## src/rtl/decode_stage.sv

```systemverilog
// decode_stage: registered RV32I decoder with valid/ready handshakes on both sides.
// A two-entry buffer (OUT + SKID) keeps full throughput under back-pressure while
// in_ready stays a pure function of registered state.
// Optional feature: define DECODER_ILLEGAL_EN to flag unrecognised opcodes on `illegal`.
//
// Select encodings
//   alu_op_sel : 0 add, 1 sub, 2 sll, 3 slt, 4 sltu, 5 xor, 6 srl, 7 sra, 8 or, 9 and
//   src_a_sel  : 0 rs1, 1 pc, 2 zero
//   src_b_sel  : 0 rs2, 1 imm, 2 constant four
module decode_stage #(
    parameter int unsigned XLEN = 32,
    parameter bit RD0_NO_WR = 1'b1,
    localparam int unsigned ALU_OP_WIDTH = 4,
    localparam int unsigned SEL_SRC_A_WIDTH = 2,
    localparam int unsigned SEL_SRC_B_WIDTH = 2
) (
    input  logic                       clk,
    input  logic                       rst,
    input  logic                       flush,
    input  logic                       in_valid,
    output logic                       in_ready,
    input  logic [31:0]                code,
    input  logic [XLEN-1:0]            pc_in,
    output logic                       out_valid,
    input  logic                       out_ready,
    output logic [4:0]                 rs1_num,
    output logic [4:0]                 rs2_num,
    output logic [4:0]                 rd_num,
    output logic [XLEN-1:0]            imm,
    output logic [ALU_OP_WIDTH-1:0]    alu_op_sel,
    output logic [SEL_SRC_A_WIDTH-1:0] src_a_sel,
    output logic [SEL_SRC_B_WIDTH-1:0] src_b_sel,
    output logic                       wr_reg,
    output logic                       illegal,
    output logic [XLEN-1:0]            pc_out
);

    // Major opcodes
    localparam logic [6:0] OpcOp     = 7'b0110011;
    localparam logic [6:0] OpcOpImm  = 7'b0010011;
    localparam logic [6:0] OpcLoad   = 7'b0000011;
    localparam logic [6:0] OpcJalr   = 7'b1100111;
    localparam logic [6:0] OpcStore  = 7'b0100011;
    localparam logic [6:0] OpcBranch = 7'b1100011;
    localparam logic [6:0] OpcLui    = 7'b0110111;
    localparam logic [6:0] OpcAuipc  = 7'b0010111;
    localparam logic [6:0] OpcJal    = 7'b1101111;

    localparam logic [ALU_OP_WIDTH-1:0] AluAdd  = 4'd0;
    localparam logic [ALU_OP_WIDTH-1:0] AluSub  = 4'd1;
    localparam logic [ALU_OP_WIDTH-1:0] AluSll  = 4'd2;
    localparam logic [ALU_OP_WIDTH-1:0] AluSlt  = 4'd3;
    localparam logic [ALU_OP_WIDTH-1:0] AluSltu = 4'd4;
    localparam logic [ALU_OP_WIDTH-1:0] AluXor  = 4'd5;
    localparam logic [ALU_OP_WIDTH-1:0] AluSrl  = 4'd6;
    localparam logic [ALU_OP_WIDTH-1:0] AluSra  = 4'd7;
    localparam logic [ALU_OP_WIDTH-1:0] AluOr   = 4'd8;
    localparam logic [ALU_OP_WIDTH-1:0] AluAnd  = 4'd9;

    localparam logic [SEL_SRC_A_WIDTH-1:0] SrcARs1  = 2'd0;
    localparam logic [SEL_SRC_A_WIDTH-1:0] SrcAPc   = 2'd1;
    localparam logic [SEL_SRC_A_WIDTH-1:0] SrcAZero = 2'd2;

    localparam logic [SEL_SRC_B_WIDTH-1:0] SrcBRs2  = 2'd0;
    localparam logic [SEL_SRC_B_WIDTH-1:0] SrcBImm  = 2'd1;
    localparam logic [SEL_SRC_B_WIDTH-1:0] SrcBFour = 2'd2;

    typedef struct packed {
        logic [4:0]                 rs1;
        logic [4:0]                 rs2;
        logic [4:0]                 rd;
        logic [XLEN-1:0]            imm;
        logic [ALU_OP_WIDTH-1:0]    alu_op;
        logic [SEL_SRC_A_WIDTH-1:0] src_a;
        logic [SEL_SRC_B_WIDTH-1:0] src_b;
        logic                       wr;
        logic                       ill;
        logic [XLEN-1:0]            pc;
    } payload_t;

    typedef enum logic [1:0] {StEmpty, StOne, StFull} state_e;

    state_e   state_q, state_d;
    payload_t out_q, skid_q;
    payload_t dec;
    logic     accept, out_fire;
    logic     load_out_new, load_out_skid, load_skid;

    // funct7[5] only selects sub for register-register ops; addi has no sub form
    function automatic logic [ALU_OP_WIDTH-1:0] alu_from_funct(input logic [2:0] funct3,
                                                               input logic       bit30,
                                                               input logic       is_reg);
        logic [ALU_OP_WIDTH-1:0] op;
        unique case (funct3)
            3'b000:  op = (is_reg && bit30) ? AluSub : AluAdd;
            3'b001:  op = AluSll;
            3'b010:  op = AluSlt;
            3'b011:  op = AluSltu;
            3'b100:  op = AluXor;
            3'b101:  op = bit30 ? AluSra : AluSrl;
            3'b110:  op = AluOr;
            default: op = AluAnd;
        endcase
        return op;
    endfunction

    // Combinational decode of the incoming word into the payload format
    always_comb begin
        logic [31:0] imm32;
        imm32      = 32'd0;
        dec        = '0;
        dec.rs1    = code[19:15];
        dec.rs2    = code[24:20];
        dec.rd     = code[11:7];
        dec.pc     = pc_in;
        dec.alu_op = AluAdd;
        dec.src_a  = SrcARs1;
        dec.src_b  = SrcBRs2;
        case (code[6:0])
            OpcOp: begin
                dec.alu_op = alu_from_funct(code[14:12], code[30], 1'b1);
                dec.wr     = 1'b1;
            end
            OpcOpImm: begin
                imm32      = {{20{code[31]}}, code[31:20]};
                dec.alu_op = alu_from_funct(code[14:12], code[30], 1'b0);
                dec.src_b  = SrcBImm;
                dec.wr     = 1'b1;
            end
            OpcLoad: begin
                imm32     = {{20{code[31]}}, code[31:20]};
                dec.src_b = SrcBImm;
                dec.wr    = 1'b1;
            end
            OpcJalr: begin
                // ALU forms the link value pc+4; the target uses imm downstream
                imm32     = {{20{code[31]}}, code[31:20]};
                dec.src_a = SrcAPc;
                dec.src_b = SrcBFour;
                dec.wr    = 1'b1;
            end
            OpcStore: begin
                imm32     = {{20{code[31]}}, code[31:25], code[11:7]};
                dec.src_b = SrcBImm;
            end
            OpcBranch: begin
                // ALU compares rs1 against rs2
                imm32      = {{19{code[31]}}, code[31], code[7], code[30:25], code[11:8], 1'b0};
                dec.alu_op = AluSub;
            end
            OpcLui: begin
                imm32     = {code[31:12], 12'd0};
                dec.src_a = SrcAZero;
                dec.src_b = SrcBImm;
                dec.wr    = 1'b1;
            end
            OpcAuipc: begin
                imm32     = {code[31:12], 12'd0};
                dec.src_a = SrcAPc;
                dec.src_b = SrcBImm;
                dec.wr    = 1'b1;
            end
            OpcJal: begin
                imm32     = {{11{code[31]}}, code[31], code[19:12], code[20], code[30:21], 1'b0};
                dec.src_a = SrcAPc;
                dec.src_b = SrcBFour;
                dec.wr    = 1'b1;
            end
            default: begin
                // Unknown opcode: imm and wr stay 0; the entry still flows through
`ifdef DECODER_ILLEGAL_EN
                dec.ill = 1'b1;
`endif
            end
        endcase
        dec.imm = XLEN'($signed(imm32));
        if (RD0_NO_WR && (code[11:7] == 5'd0)) begin
            dec.wr = 1'b0;
        end
    end

    assign out_valid = (state_q != StEmpty);
    assign in_ready  = (state_q != StFull);
    assign accept    = in_valid && in_ready;
    assign out_fire  = out_valid && out_ready;

    // Buffer occupancy next-state and register load controls; flush overrides all
    always_comb begin
        state_d       = state_q;
        load_out_new  = 1'b0;
        load_out_skid = 1'b0;
        load_skid     = 1'b0;
        case (state_q)
            StEmpty: begin
                if (accept) begin
                    load_out_new = 1'b1;
                    state_d      = StOne;
                end
            end
            StOne: begin
                if (out_fire && accept) begin
                    load_out_new = 1'b1;
                end else if (accept) begin
                    load_skid = 1'b1;
                    state_d   = StFull;
                end else if (out_fire) begin
                    state_d = StEmpty;
                end
            end
            StFull: begin
                if (out_fire) begin
                    load_out_skid = 1'b1;
                    state_d       = StOne;
                end
            end
            default: state_d = StEmpty;
        endcase
        if (flush) begin
            state_d       = StEmpty;
            load_out_new  = 1'b0;
            load_out_skid = 1'b0;
            load_skid     = 1'b0;
        end
    end

    // State and payload registers; reset also clears the payload so outputs read 0
    always_ff @(posedge clk) begin
        if (rst) begin
            state_q <= StEmpty;
            out_q   <= '0;
            skid_q  <= '0;
        end else begin
            state_q <= state_d;
            if (load_out_new) begin
                out_q <= dec;
            end else if (load_out_skid) begin
                out_q <= skid_q;
            end
            if (load_skid) begin
                skid_q <= dec;
            end
        end
    end

    assign rs1_num    = out_q.rs1;
    assign rs2_num    = out_q.rs2;
    assign rd_num     = out_q.rd;
    assign imm        = out_q.imm;
    assign alu_op_sel = out_q.alu_op;
    assign src_a_sel  = out_q.src_a;
    assign src_b_sel  = out_q.src_b;
    assign wr_reg     = out_q.wr;
    // Constant 0 unless DECODER_ILLEGAL_EN is defined, since decode never sets it
    assign illegal    = out_q.ill;
    assign pc_out     = out_q.pc;

endmodule

```

## config.mk

```make
export PLATFORM = sky130hd
export DESIGN_NAME = decode_stage
export DESIGN_NICKNAME = d
export VERILOG_FILES = /design/src/rtl/decode_stage.sv
export SDC_FILE = /design/constraint.sdc
export NUM_CORES = 1
export LEC_CHECK = 0
export BUFFER_PORTS_ARGS = -buffer_cell sky130_fd_sc_hd__buf_4
export CELL_PAD_IN_SITES_DETAIL_PLACEMENT = 1
export CELL_PAD_IN_SITES_GLOBAL_PLACEMENT = 2
export CORE_UTILIZATION = 34
export DETAILED_ROUTE_END_ITERATION = 8
export PLACE_DENSITY = 0.82
export SLEW_MARGIN = 25
export SYNTH_ARGS = -nofsm -noshare
export SYNTH_HDL_FRONTEND = slang
export SYNTH_SLANG_ARGS = --single-unit
```

## constraint.sdc

```tcl
create_clock -name clk -period 3.3 [get_ports clk]
set_input_delay 0.33 -clock clk [delete_from_list [all_inputs] [get_ports clk]]
set_output_delay 0.33 -clock clk [all_outputs]
set_load 0.05 [all_outputs]
```

; Word level (Yosys, flattened, before mapping)
; Index checks and enable logic that the tools add are counted.
[word_totals]
ff_bits = 178
in_bits = 69
out_inout_bits = 91
word_cells = 85
[op_classes]
n_eq_ne = 22
muxes = 28
n_reduce_logical = 16
[ops]
columns = cell, count
row1 = 2-to-1 mux 89 bit, 2
row2 = case mux 32 bit (5 select lines), 1
row3 = case mux 4 bit (7 select lines), 2
row4 = "== test 7 x 6 -> 1 bit, second input constant", 3
row5 = "== test 7 bit, second input constant", 3
row6 = "== test 7 x 5 -> 1 bit, second input constant", 2
row7 = 2-to-1 mux 1 bit, 13
row8 = case mux 4 bit (3 select lines), 1
row9 = 2-to-1 mux 2 bit, 5
row10 = "== test 3 bit, second input constant", 3
row11 = "inequality test 2 bit, second input constant", 4
row12 = case mux 2 bit (2 select lines), 2
row13 = "== test 7 x 2 -> 1 bit, second input constant", 1
row14 = OR reduction 7 bit, 1
row15 = "== test 3 x 2 -> 1 bit, second input constant", 2
row16 = case mux 2 bit (3 select lines), 1
row17 = OR reduction 2 bit, 3
row18 = OR reduction 3 bit, 2
row19 = zero test 5 bit, 1
row20 = OR reduction 5 bit, 1
row21 = AND reduction 4 bit, 1
row22 = nonzero test 2 bit, 2
row23 = "== test 3 x 1 -> 1 bit, second input constant", 1
row24 = logical AND 1 bit, 3
row25 = 6 further kinds, 6

; Depth between registers and ports, before layout
[depth]
word_depth = 7
depth_mapped = 7
mapped_depth_nobuf = 4

; Worst setup path after synthesis
; Ideal clock, no wire load.
[synth_path]
path_kind = input-to-reg
start = input code[3]
end = register out_q (netlist bit imm[22])
setup_ns = 0.095
t_arrival_ns = 1.476
required_time_ns = 3.205
slack_ns = 1.729
cell_stages = 7
path_buffers = 3
cell_sequence = buf_6 -> nand4bb_1 -> buf_4 -> o22ai_4 -> a21oi_2 -> buf_6 -> a221oi_1
[synth_via]
elab_chain_len = 4
elab_cells_between_ends = 12
cone_classes = eq/ne (8) / mux (2) / reduce/logical (2)
[synth_lines]
columns = element, line
row1 = "start, declared", 22  ; input logic [31:0] code,
row2 = "== test 7 bit, or another cell as far along", 119  ; case (code[6:0])
row3 = OR reduction 3 bit (no source line) / OR reduction 2 bit (equally long branches), n/a
row4 = case mux 32 bit (5 select lines) *, 119
row5 = 2-to-1 mux 89 bit *, 234  ; if (load_out_new) begin
row6 = "end signal, assigned", 237  ; out_q <= skid_q;
row7 = "end, declared", 84  ; payload_t out_q, skid_q;
; Every way passes the cells marked *; elsewhere a longest branch is shown, timed or not.
; A chain may end at the register's enable or synchronous reset.

; Worst setup path in the final report
[layout_path]
start = register state_q[1]
end = register skid_q[67] (netlist bit)
[layout_via]
elab_chain_len = 6
elab_cells_between_ends = 10
cone_classes = eq/ne (2) / mux (4) / reduce/logical (4)
[layout_lines]
columns = element, line
row1 = "start, declared", 83  ; state_e state_q, state_d;
row2 = "start signal, assigned", 229  ; state_q <= StEmpty;
row3 = "start signal, assigned", 233  ; state_q <= state_d;
row4 = inequality test 2 bit / nonzero test 2 bit (equally long branches), "183, 182"
row5 = "logical AND 1 bit, on equally long branches", "184, 185"
row6 = 2-to-1 mux 1 bit / logical AND 1 bit (equally long branches), "203, 201"
row7 = 2-to-1 mux 1 bit, 201  ; if (out_fire && accept) begin
row8 = 2-to-1 mux 1 bit *, 193  ; case (state_q)
row9 = 2-to-1 mux 1 bit *, 218  ; if (flush) begin
row10 = "end signal, assigned", 231  ; skid_q <= '0;
row11 = "end signal, assigned", 240  ; skid_q <= dec;
row12 = "end, declared", 84
; Marked as above.

==> flow_metrics.tcl <==
set metrics [dict create \
    worst_slew_pin_slew_ns 0.8863 \
    dieArea_um2 22230 \
    power_mw 4.831 \
    finalWirelength_mm 22.45 \
    synth_edf_count 0 \
    nets 1031 \
    power_density_nw_per_um2 525.1 \
    core_area_um2 21090 \
    drt-initial-drc-count 295 \
    num_rows 53 \
    netlist_area_um2 7356 \
    synth_nets 919 \
    r2r_end "skid_q[67]" \
    postCtsResizedCells 0 \
    die_h_um 149.1 \
    min_period_over_period 0.7241 \
    min-delay-start "flush" \
    hold_class "in2reg" \
    yosysUniqueCellTypes 50 \
    cts_buffers 17 \
    leakagePower_nw 3.262 \
    wl_per_cell_um 17.99 \
    swShare 0.2719 \
    grt_use_total 0.2063 \
    postRouteAntennaNets 0 \
    hpwl_mm 14.64 \
    clock_path_buffers 2 \
    synth_area_leader_cell "dfxtp_1" \
    synthCells 850 \
    placed_area_um2 8645 \
    largest-register "skid_q" \
    drive_gt1_frac 0.2271 \
    final_common_cell "nand2_1" \
    critPathArrivalTime_ns 2.65 \
    clk_latency_ns 0.42 \
    grt_overflow 0 \
    fin_setup_tns_ns 0 \
    cts_tree "yes" \
    async_flop_share 0 \
    layout_common_cells "188 x nand2_1, 178 x dfxtp_1, 165 x buf_4" \
    viasPerCell 5.255 \
    synth_top_area_share 0.4844 \
    holdBufCountCts 0 \
    skew_ns 0.009975 \
    max_freq_mhz 418.5 \
    hold_slack_ns 0.1249 \
    netlist_top_cells_area "dfxtp_1 48%, nand2_1 9.6%, a21oi_1 8.3%" \
    crit_type "reg2reg" \
    nFillCells 2489 \
    post-route-min-period_ns 2.389 \
    io_pins 160 \
    start_kind "flip-flop" \
    area_growth_pct 25.07 \
    antenna_found_initial 0 \
    end_kind "flip-flop" \
    finalHoldViolCount 0 \
    setup_violations 0 \
    status "finished clean" \
    synth-warning-count 0 \
    clkPwrFrac 0.404 \
    rr_startpoint "state_q[1]" \
    die_width_um 149.1 \
    clkTransAtPathRegs_ns 0.07 \
    htree_num_levels 4 \
    firstDrtPassIters 4 \
    pwr-share-seq 0.466 \
    cap_violations 0 \
    p_comb_frac 0.130 \
    yosysSeqAreaShare 0.4844 \
    worst_hold_path.num_cells 2 \
    syn_area_per_cell_um2 8.654 \
    clock_sinks 178 \
    hold_end "state_q[0]" \
    gp_congestion 0.7634 \
    fin_area_um2 9200 \
    internal_power_mw 3.517 \
    drc_errors 0 \
    rsz0062_at_grt "no" \
    grt_pass1_wl_mm 35.63 \
    start_util 0.3488 \
    power.switching_mw 1.313 \
    critical_path_required_ns 3.56 \
    grt_max_degree 107 \
    first_global_vias 6553 \
    synthFlopType "dfxtp_1" \
    postCtsSetupBuffers 0 \
    ys_ff_latch 178 \
    vias 6558 \
    crit_fanout 25 \
    r2r_slack_ns 0.91 \
    io_buffers 158 \
    n_antenna_cell 0 \
    cts-root-buf "clkbuf_16" \
    largest_reg_flops 88 \
    slew_headroom 0.4091 \
    slew_violations 0 \
    ff2ff_path_depth 4 \
    ir_worst_vdd_v 0.0004180 \
]
logic make-up after synthesis:
logic type / synth area share
other: 0.0005098
AND/OR/NAND/NOR: 0.1721
AO/OA/AOI/OAI: 0.2380
buffers and inverters: 0.05732
flip-flops: 0.4844
multiplexers: 0.04763
worst max-delay path: stages (launching register included):
cell	delay (ns)
dfxtp_1	0.38
nor3b_4	0.41
nand2_2	0.42
a21oi_1	0.83
a211oi_1	0.18
power by group through the flow:
| stage | clock network, mW | logic, mW | registers [mW] |
|---|---|---|---|
| after floorplan | 0 | 0.211 | 2.47 |
| after global placement | 0 | 0.628 | 2.30 |
| after detailed placement | 0 | 0.633 | 2.30 |
| after CTS | 2.02 | 0.634 | 2.25 |
| after global routing | 2.11 | 0.671 | 2.26 |
| final | 1.95 | 0.627 | 2.25 |
through the flow:
stage | instances | utilization | worst slack (ns)
finish | 1248 | 0.4363 | 0.9106
global route | 1248 | 0.4363 | 0.6712
CTS | 1248 | 0.4363 | 0.8426
detailed placement | 1218 | 0.4099 | 0.7854
global placement | 1218 | 0.4099 | 0.9154
floorplan | 850 | - | 1.729
area by class of cell:
type | instances | area (um^2) | area share
tap | 275 | 344.1 | 0.03740
multi-input combinational | 591 | 3392 | 0.3687
timing repair buffer | 170 | 1330 | 0.1446
sequential | 178 | 3563 | 0.3873
clock inverter | 7 | 77.57 | 0.008432
inverter | 4 | 15.01 | 0.001632
clock buffer | 23 | 478.0 | 0.05195
routing by layer:
metal / track usage / vias up / part of all wire
met1: 0.2593 / 3183 / 0.45
met4: 0.06071 / 0 / 0.012
met5: 0 / - / 0
met3: 0.04312 / 16 / 0.046
li1: - / 3230 / -
met2: 0.3533 / 129 / 0.49
cell usage after synthesis (12+ instances only):
master / count
a22oi_1: 47
a21oi_1: 122
mux2i_1: 26
nand2_1: 189
nand3_1: 16
nor2_1: 40
clkbuf_1: 28
a221oi_1: 19
dfxtp_1: 178
buf_4: 13
a211oi_1: 42
o21ai_0: 12
buf_2: 31
worst max-delay path by stage:
stage	startpoint	cells after the start	to
finish	state_q[1]	4	skid_q[67]
global route	state_q[1]	4	skid_q[72]
CTS	state_q[1]	4	skid_q[67]
detailed placement	flush	5	skid_q[67]
global placement	flush	5	skid_q[67]
floorplan	code[3]	7	imm[22]
No activity file was read; power rests on OpenSTA's default activity.
